===== src/rtl/draw_pkg.sv =====
// Shared definitions for the draw command arbiter: FSM states, grant encoding
// and the packed command layout {col1, col2, row1, row2, color}, MSB first.
package draw_pkg;

  typedef enum logic [1:0] {
    S_IDLE      = 2'd0,
    S_ISSUE     = 2'd1,
    S_WAIT_ACK  = 2'd2,
    S_WAIT_DONE = 2'd3
  } state_t;

  localparam logic GRANT_A = 1'b0;
  localparam logic GRANT_B = 1'b1;

  function automatic int cmd_width(input int cw, input int rw, input int colw);
    return 2 * cw + 2 * rw + colw;
  endfunction

  // LSB offset of each field inside the packed command
  function automatic int off_row2(input int colw);
    return colw;
  endfunction

  function automatic int off_row1(input int rw, input int colw);
    return colw + rw;
  endfunction

  function automatic int off_col2(input int rw, input int colw);
    return colw + 2 * rw;
  endfunction

  function automatic int off_col1(input int cw, input int rw, input int colw);
    return colw + 2 * rw + cw;
  endfunction

endpackage


===== src/rtl/span_normalize.sv =====
// Orders one axis span so lo <= hi, then clamps both ends to the panel limit.
module span_normalize #(
  parameter int W     = 8,
  parameter int LIMIT = 239
) (
  input  logic [W-1:0] first,
  input  logic [W-1:0] second,
  output logic [W-1:0] lo,
  output logic [W-1:0] hi
);

  logic [W-1:0] ord_lo;
  logic [W-1:0] ord_hi;

  always_comb begin
    ord_lo = first;
    ord_hi = second;
    if (first > second) begin
      ord_lo = second;
      ord_hi = first;
    end
    lo = (ord_lo > W'(LIMIT)) ? W'(LIMIT) : ord_lo;
    hi = (ord_hi > W'(LIMIT)) ? W'(LIMIT) : ord_hi;
  end

endmodule


===== src/rtl/draw_cmd_arbiter.sv =====
// Two-requester draw command arbiter: alternates grants on ties, normalizes the
// accepted command, strobes it to the display and tracks ack/timeout/completion.
module draw_cmd_arbiter
  import draw_pkg::*;
#(
  parameter int COLOR_WIDTH = 3,
  parameter int NUM_COLS    = 240,
  parameter int NUM_ROWS    = 320,
  parameter int ACK_TIMEOUT = 16,
  localparam int CW         = $clog2(NUM_COLS),
  localparam int RW         = $clog2(NUM_ROWS),
  localparam int CMDW       = cmd_width(CW, RW, COLOR_WIDTH)
) (
  input  logic            clk_in,
  input  logic            rst_n_in,
  input  logic            a_valid_in,
  input  logic [CMDW-1:0] a_cmd_in,
  output logic            a_ready_out,
  input  logic            b_valid_in,
  input  logic [CMDW-1:0] b_cmd_in,
  output logic            b_ready_out,
  input  logic            disp_idle_in,
  output logic            disp_valid_out,
  output logic [CMDW-1:0] disp_cmd_out,
  output logic            busy_out,
  output logic [15:0]     issued_count_out,
  output logic [7:0]      timeout_count_out,
  output logic [1:0]      state_out
);

  localparam int TW     = $clog2(ACK_TIMEOUT + 1);
  localparam int O_COL1 = off_col1(CW, RW, COLOR_WIDTH);
  localparam int O_COL2 = off_col2(RW, COLOR_WIDTH);
  localparam int O_ROW1 = off_row1(RW, COLOR_WIDTH);
  localparam int O_ROW2 = off_row2(COLOR_WIDTH);

  state_t          state;
  logic            last_grant;
  logic [TW-1:0]   timer;
  logic            grant;
  logic            accept;
  logic [CMDW-1:0] sel_cmd;
  logic [CMDW-1:0] norm_cmd;
  logic [CW-1:0]   col_lo;
  logic [CW-1:0]   col_hi;
  logic [RW-1:0]   row_lo;
  logic [RW-1:0]   row_hi;

  // On a tie the requester that did not win last time gets the slot.
  always_comb begin
    grant = GRANT_A;
    if (a_valid_in && b_valid_in) begin
      grant = (last_grant == GRANT_B) ? GRANT_A : GRANT_B;
    end else if (b_valid_in) begin
      grant = GRANT_B;
    end
  end

  // Handshake: a requester's command transfers in the cycle where its valid and
  // ready are both high; ready is only offered in S_IDLE while the display is idle.
  assign accept      = rst_n_in && (state == S_IDLE) && disp_idle_in && (a_valid_in || b_valid_in);
  assign a_ready_out = accept && (grant == GRANT_A);
  assign b_ready_out = accept && (grant == GRANT_B);
  assign sel_cmd     = (grant == GRANT_B) ? b_cmd_in : a_cmd_in;

  span_normalize #(.W(CW), .LIMIT(NUM_COLS - 1)) u_col_norm (
    .first  (sel_cmd[O_COL1 +: CW]),
    .second (sel_cmd[O_COL2 +: CW]),
    .lo     (col_lo),
    .hi     (col_hi)
  );

  span_normalize #(.W(RW), .LIMIT(NUM_ROWS - 1)) u_row_norm (
    .first  (sel_cmd[O_ROW1 +: RW]),
    .second (sel_cmd[O_ROW2 +: RW]),
    .lo     (row_lo),
    .hi     (row_hi)
  );

  assign norm_cmd = {col_lo, col_hi, row_lo, row_hi, sel_cmd[COLOR_WIDTH-1:0]};

  always_ff @(posedge clk_in or negedge rst_n_in) begin
    if (!rst_n_in) begin
      state             <= S_IDLE;
      last_grant        <= GRANT_B;
      timer             <= '0;
      disp_cmd_out      <= '0;
      issued_count_out  <= '0;
      timeout_count_out <= '0;
    end else begin
      case (state)
        S_IDLE: begin
          if (accept) begin
            state        <= S_ISSUE;
            last_grant   <= grant;
            disp_cmd_out <= norm_cmd;
          end
        end
        S_ISSUE: begin
          state <= S_WAIT_ACK;
          timer <= '0;
        end
        S_WAIT_ACK: begin
          // The display leaving idle wins over an expiring timer.
          if (!disp_idle_in) begin
            state <= S_WAIT_DONE;
          end else if (timer == TW'(ACK_TIMEOUT - 1)) begin
            state <= S_IDLE;
            if (timeout_count_out != 8'hFF) begin
              timeout_count_out <= timeout_count_out + 8'd1;
            end
          end else begin
            timer <= timer + TW'(1);
          end
        end
        S_WAIT_DONE: begin
          if (disp_idle_in) begin
            state <= S_IDLE;
            if (issued_count_out != 16'hFFFF) begin
              issued_count_out <= issued_count_out + 16'd1;
            end
          end
        end
        default: state <= S_IDLE;
      endcase
    end
  end

  assign disp_valid_out = (state == S_ISSUE);
  assign busy_out       = (state != S_IDLE);
  assign state_out      = state;

endmodule


===== config.mk =====
export PLATFORM = sky130hd
export DESIGN_NAME = draw_cmd_arbiter
export DESIGN_NICKNAME = d
export VERILOG_FILES = /design/src/rtl/draw_pkg.sv /design/src/rtl/span_normalize.sv /design/src/rtl/draw_cmd_arbiter.sv
export SDC_FILE = /design/constraint.sdc
export NUM_CORES = 1
export LEC_CHECK = 0
export ABC_AREA = 1
export CORE_ASPECT_RATIO = 0.8
export CORE_MARGIN = 5
export CORE_UTILIZATION = 46
export DETAILED_ROUTE_END_ITERATION = 12
export GPL_ROUTABILITY_DRIVEN = 0
export GPL_TIMING_DRIVEN = 0
export PLACE_DENSITY_LB_ADDON = 0.3
export SLEW_MARGIN = 20
export SYNTH_ARGS = -nofsm -noshare
export SYNTH_HDL_FRONTEND = slang
export SYNTH_SLANG_ARGS = --single-unit

===== constraint.sdc =====
create_clock -name clk_in -period 6 [get_ports clk_in]
set_input_delay 0.6 -clock clk_in [delete_from_list [all_inputs] [get_ports clk_in]]
set_output_delay 0.6 -clock clk_in [all_outputs]
set_load 0.05 [all_outputs]

==> flow_results.org <==
** Floorplan
- Die Height :: around 100 µm
- In this run the count of I/O pins placed on the die edge is 146.
- Area of the die :: roughly 12000 µm²
- Die X :: about 120 µm
- The initial utilization of the core area, before any placement, comes to 0.474.
- Standard-cell rows :: 32
- The floorplan step defined a core boundary enclosing about 10000 µm².

** Critical path
- Type of the worst setup path :: in2out
- The worst register-to-register path ends at disp_cmd_out[25].
- Worst reg2reg setup slack :: 2.94 ns
- Arrival time at the worst endpoint :: roughly 3.2 ns
- Number of cells traversed by the worst register-to-register path :: 22
- The critical path ends at a_ready_out.
- STA puts the critical path data required time at 5.40 ns.
- The worst setup path is captured at an output pin.
- Along the worst path, the maximum fanout reaches between 50 and 60.
- The worst setup path is launched from a primary input.
- Tracing the worst setup path back leads to its startpoint at rst_n_in.
- The startpoint identified for the worst register-to-register timing path is last_grant.

** Detailed routing
- Avg Vias per Cell :: between 4 and 5
- Before antenna repair, the detailed router went through 5 iterations.
- For this run, design rule violations remaining after detail routing come to 0.
- DRT Wirelength :: 12.6 mm
- Avg WL per Cell :: roughly 14 µm
- The final route contains around 4500 vias.
- Once detail routing completed, the nets flagged for antenna violations numbered 0.
- After the first detailed-routing iteration, the DRC count stood at around 330.

** Logic synthesis
- Number of unique standard cell types used by synthesis :: 38
- Adder-cell area share of the yosys netlist :: 0.0570
- Cell Area, Synth :: around 4600 µm²
- Counting flops with a built-in enable in the synthesized netlist gives 0.
- Dividing the synthesized area by the synthesized cell count gives roughly 7.6 µm².
- Xor and xnor area share after synthesis :: 0.0361
- The compound-gate portion of the synthesized area is 0.103.
- Nets in the synthesized netlist :: between 700 and 800
- The portion of synthesized area spent on multiplexers is 0.0160.
- After synthesis, the largest family of logic cells by area is simple AND/OR/NAND/NOR gates.
- Post-synthesis cell count :: just over 600
- For this run, the number of Yosys warnings is 0.
- Of the total synthesized cell area, the portion taken by AND, OR, NAND and NOR gates is 0.316.
- Counting flops and latches in the post-synthesis netlist gives 69.
- Post-synthesis sequential area ratio :: 0.375
- Among all flip-flop cells after synthesis, the most frequent one is dfrtp_1.
- Share of flip-flops with an asynchronous set or reset after synthesis :: 1.00

** Clock tree
- Post-CTS repair changed the size of 0 cells.
- Number of setup buffers added after CTS :: 0
- TritonCTS clock tree :: yes
- Clock-pin slew on the worst setup and hold paths :: ~0.05 ns
- For this design, the CTS-stage hold fixing added 0 buffers.
- Cts bufs inserted :: 9
- Clock Latency Late Sink :: 0.33 ns
- The clock passes through at most 2 buffers.
- For this design, the sink count on the clock tree is just under 70.
- Clock tree root buffer cell :: clkbuf_16
- The clock tree synthesis step divided the H-tree into 3 levels.

** Outcome
- Status :: finished, final reports clean

** Finish
- 0 antenna diodes ended up in the layout.
- In the final layout, the share of cells above drive strength 1 is 0.134.
- Layout Nets :: roughly 870
- Layout overhead on the synthesized area :: 42.6%

** Flow run
- Max-cap violations in this run came to 0.

** Global route
- The total overflow left after global routing is 0.
- Entering global routing, the biggest net connects 53 pins.
- The first global-routing pass estimated around 21 mm of wire.
- Antenna violations before repair :: 0
- Aggregate global-route resource usage :: 0.213
- Via count of the first global-routing pass :: 4466

** STA
- Final cycle utilization of the critical path :: 0.628
- WHS :: about 0.15 ns
- Timing-limited maximum frequency :: between 200 and 300 MHz
- Largest clock skew in the final design :: ~0.0038 ns
- For the pin with the worst max-slew slack, the measured transition is between 0.5 and 0.6 ns.
- The number of hold-slack violations in the final timing report was 0.
- The final count of pins violating max slew is 0.
- Final Critical Period :: around 3.8 ns
- Across all setup checks in the final design, the least slack found is roughly 2.2 ns.
- Headroom to the max-slew limit came out at 0.632.
- Unrepaired setup endpoints after global routing :: false
- # setup viols final :: 0
- Setup TNS :: 0 ns

** Place
- Post-DP HPWL :: about 10 mm
- Timing analysis after detailed placement gives a worst setup slack of between 2 and 2.5 ns.
- Number of I/O port buffers :: roughly 150

** Power and ir drop
- Cell leakage power :: about 3.2 nW
- Peak supply drop :: roughly 0.00043 V
- Total power after layout :: around 0.0029 W
- P per Cell Area :: ~430 nW/µm²

** Min path
- Class of the tightest hold or removal check :: in2async
how the worst min path moves through the flow:
stage / from / end / slack (ns) / depth (start not counted)
finish: rst_n_in / disp_cmd_out[2] / 0.15 / 1
global route: rst_n_in / disp_cmd_out[31] / 0.15 / 1
global placement: last_grant / last_grant / 0.45 / 2
CTS: rst_n_in / disp_cmd_out[21] / 0.15 / 1
detailed placement: last_grant / last_grant / 0.46 / 2
floorplan: rst_n_in / disp_cmd_out[0] / 0.30 / 0
layer usage:
layer	vias up	GRT usage	share of wire
met5	-	0	0
met4	0	0.0525	0.013
met3	15	0.0608	0.067
met2	135	0.363	0.49
met1	2076	0.268	0.43
li1	2247	-	-
flip-flops by register name, summed over array words and instances, names as in the netlist:
register / cells
issued_count_out: 16
state_out: 2
disp_cmd_out: 37
timer: 5
timeout_count_out: 8
last_grant: 1
cell usage after synthesis, types with 10 or more instances:
library cell | number | area share
or2_2 | 29 | 0.039
nand3_1 | 44 | 0.048
a21oi_1 | 29 | 0.031
nor2_1 | 38 | 0.031
dfrtp_1 | 68 | 0.37
ha_1 | 21 | 0.057
xor2_1 | 15 | 0.028
inv_1 | 79 | 0.064
o21ai_1 | 14 | 0.015
o21ai_0 | 19 | 0.021
buf_2 | 10 | 0.011
nand2_1 | 151 | 0.12
placed cells by master, fill, tap and decap left out, types with 10 or more instances in the layout:
master	netlist	layout
buf_2	10	10
nand2_1	151	151
inv_1	79	79
or2_2	29	29
xor2_1	15	15
nor2_1	38	38
o21ai_0	19	19
o21ai_1	14	14
clkdlybuf4s50_1	0	144
nand3_1	44	44
ha_1	21	21
dfrtp_1	68	68
a21oi_1	29	29
power breakdown:
| part | total (W) | internal, W | leakage, nW | switching (W) |
|---|---|---|---|---|
| Combinational | 0.00157 | 0.000560 | 2.23 | 0.00101 |
| Sequential | 0.000724 | 0.000618 | 0.822 | 0.000106 |
| Clock | 0.000554 | 0.000361 | 0.151 | 0.000193 |
layout make-up:
class                           count  area, µm²
Buffer                             20        133
Tap cell                          136        170
Multi-Input combinational cell    436       2430
Clock buffer                        9        225
Sequential cell                    69       1730
Inverter                           84        315
Timing Repair Buffer              146       1480
Clock inverter                      7       90.1
Fill cell                         810       3160
critical path, cell delays in order:
cell and delay [ns]:
buf_4 0.26, buf_16 0.28, inv_1 0.11, nor4_4 0.46
buf_2 0.34, nand2_1 0.11, inv_1 0.15, clkdlybuf4s50_1 0.83
metrics by stage:
step / instances / area [µm²] / utilization
finish: 907 / 6570 / 0.676
global route: 907 / 6570 / 0.676
CTS: 907 / 6570 / 0.676
detailed placement: 891 / 6260 / 0.643
global placement: 890 / 6230 / 0.641
floorplan: 609 / 4610 / -
logic make-up (layout without fill, tap and decap cells):
| kind of cell | Yosys count | count (layout) |
|---|---|---|
| simple gates | 308 | 308 |
| fa+ha+maj | 21 | 21 |
| buf+inv | 104 | 266 |
| flops | 69 | 69 |
| mux | 7 | 7 |
| compound gates | 81 | 81 |
| xor+xnor | 19 | 19 |
(Power assumes the default switching activity.)
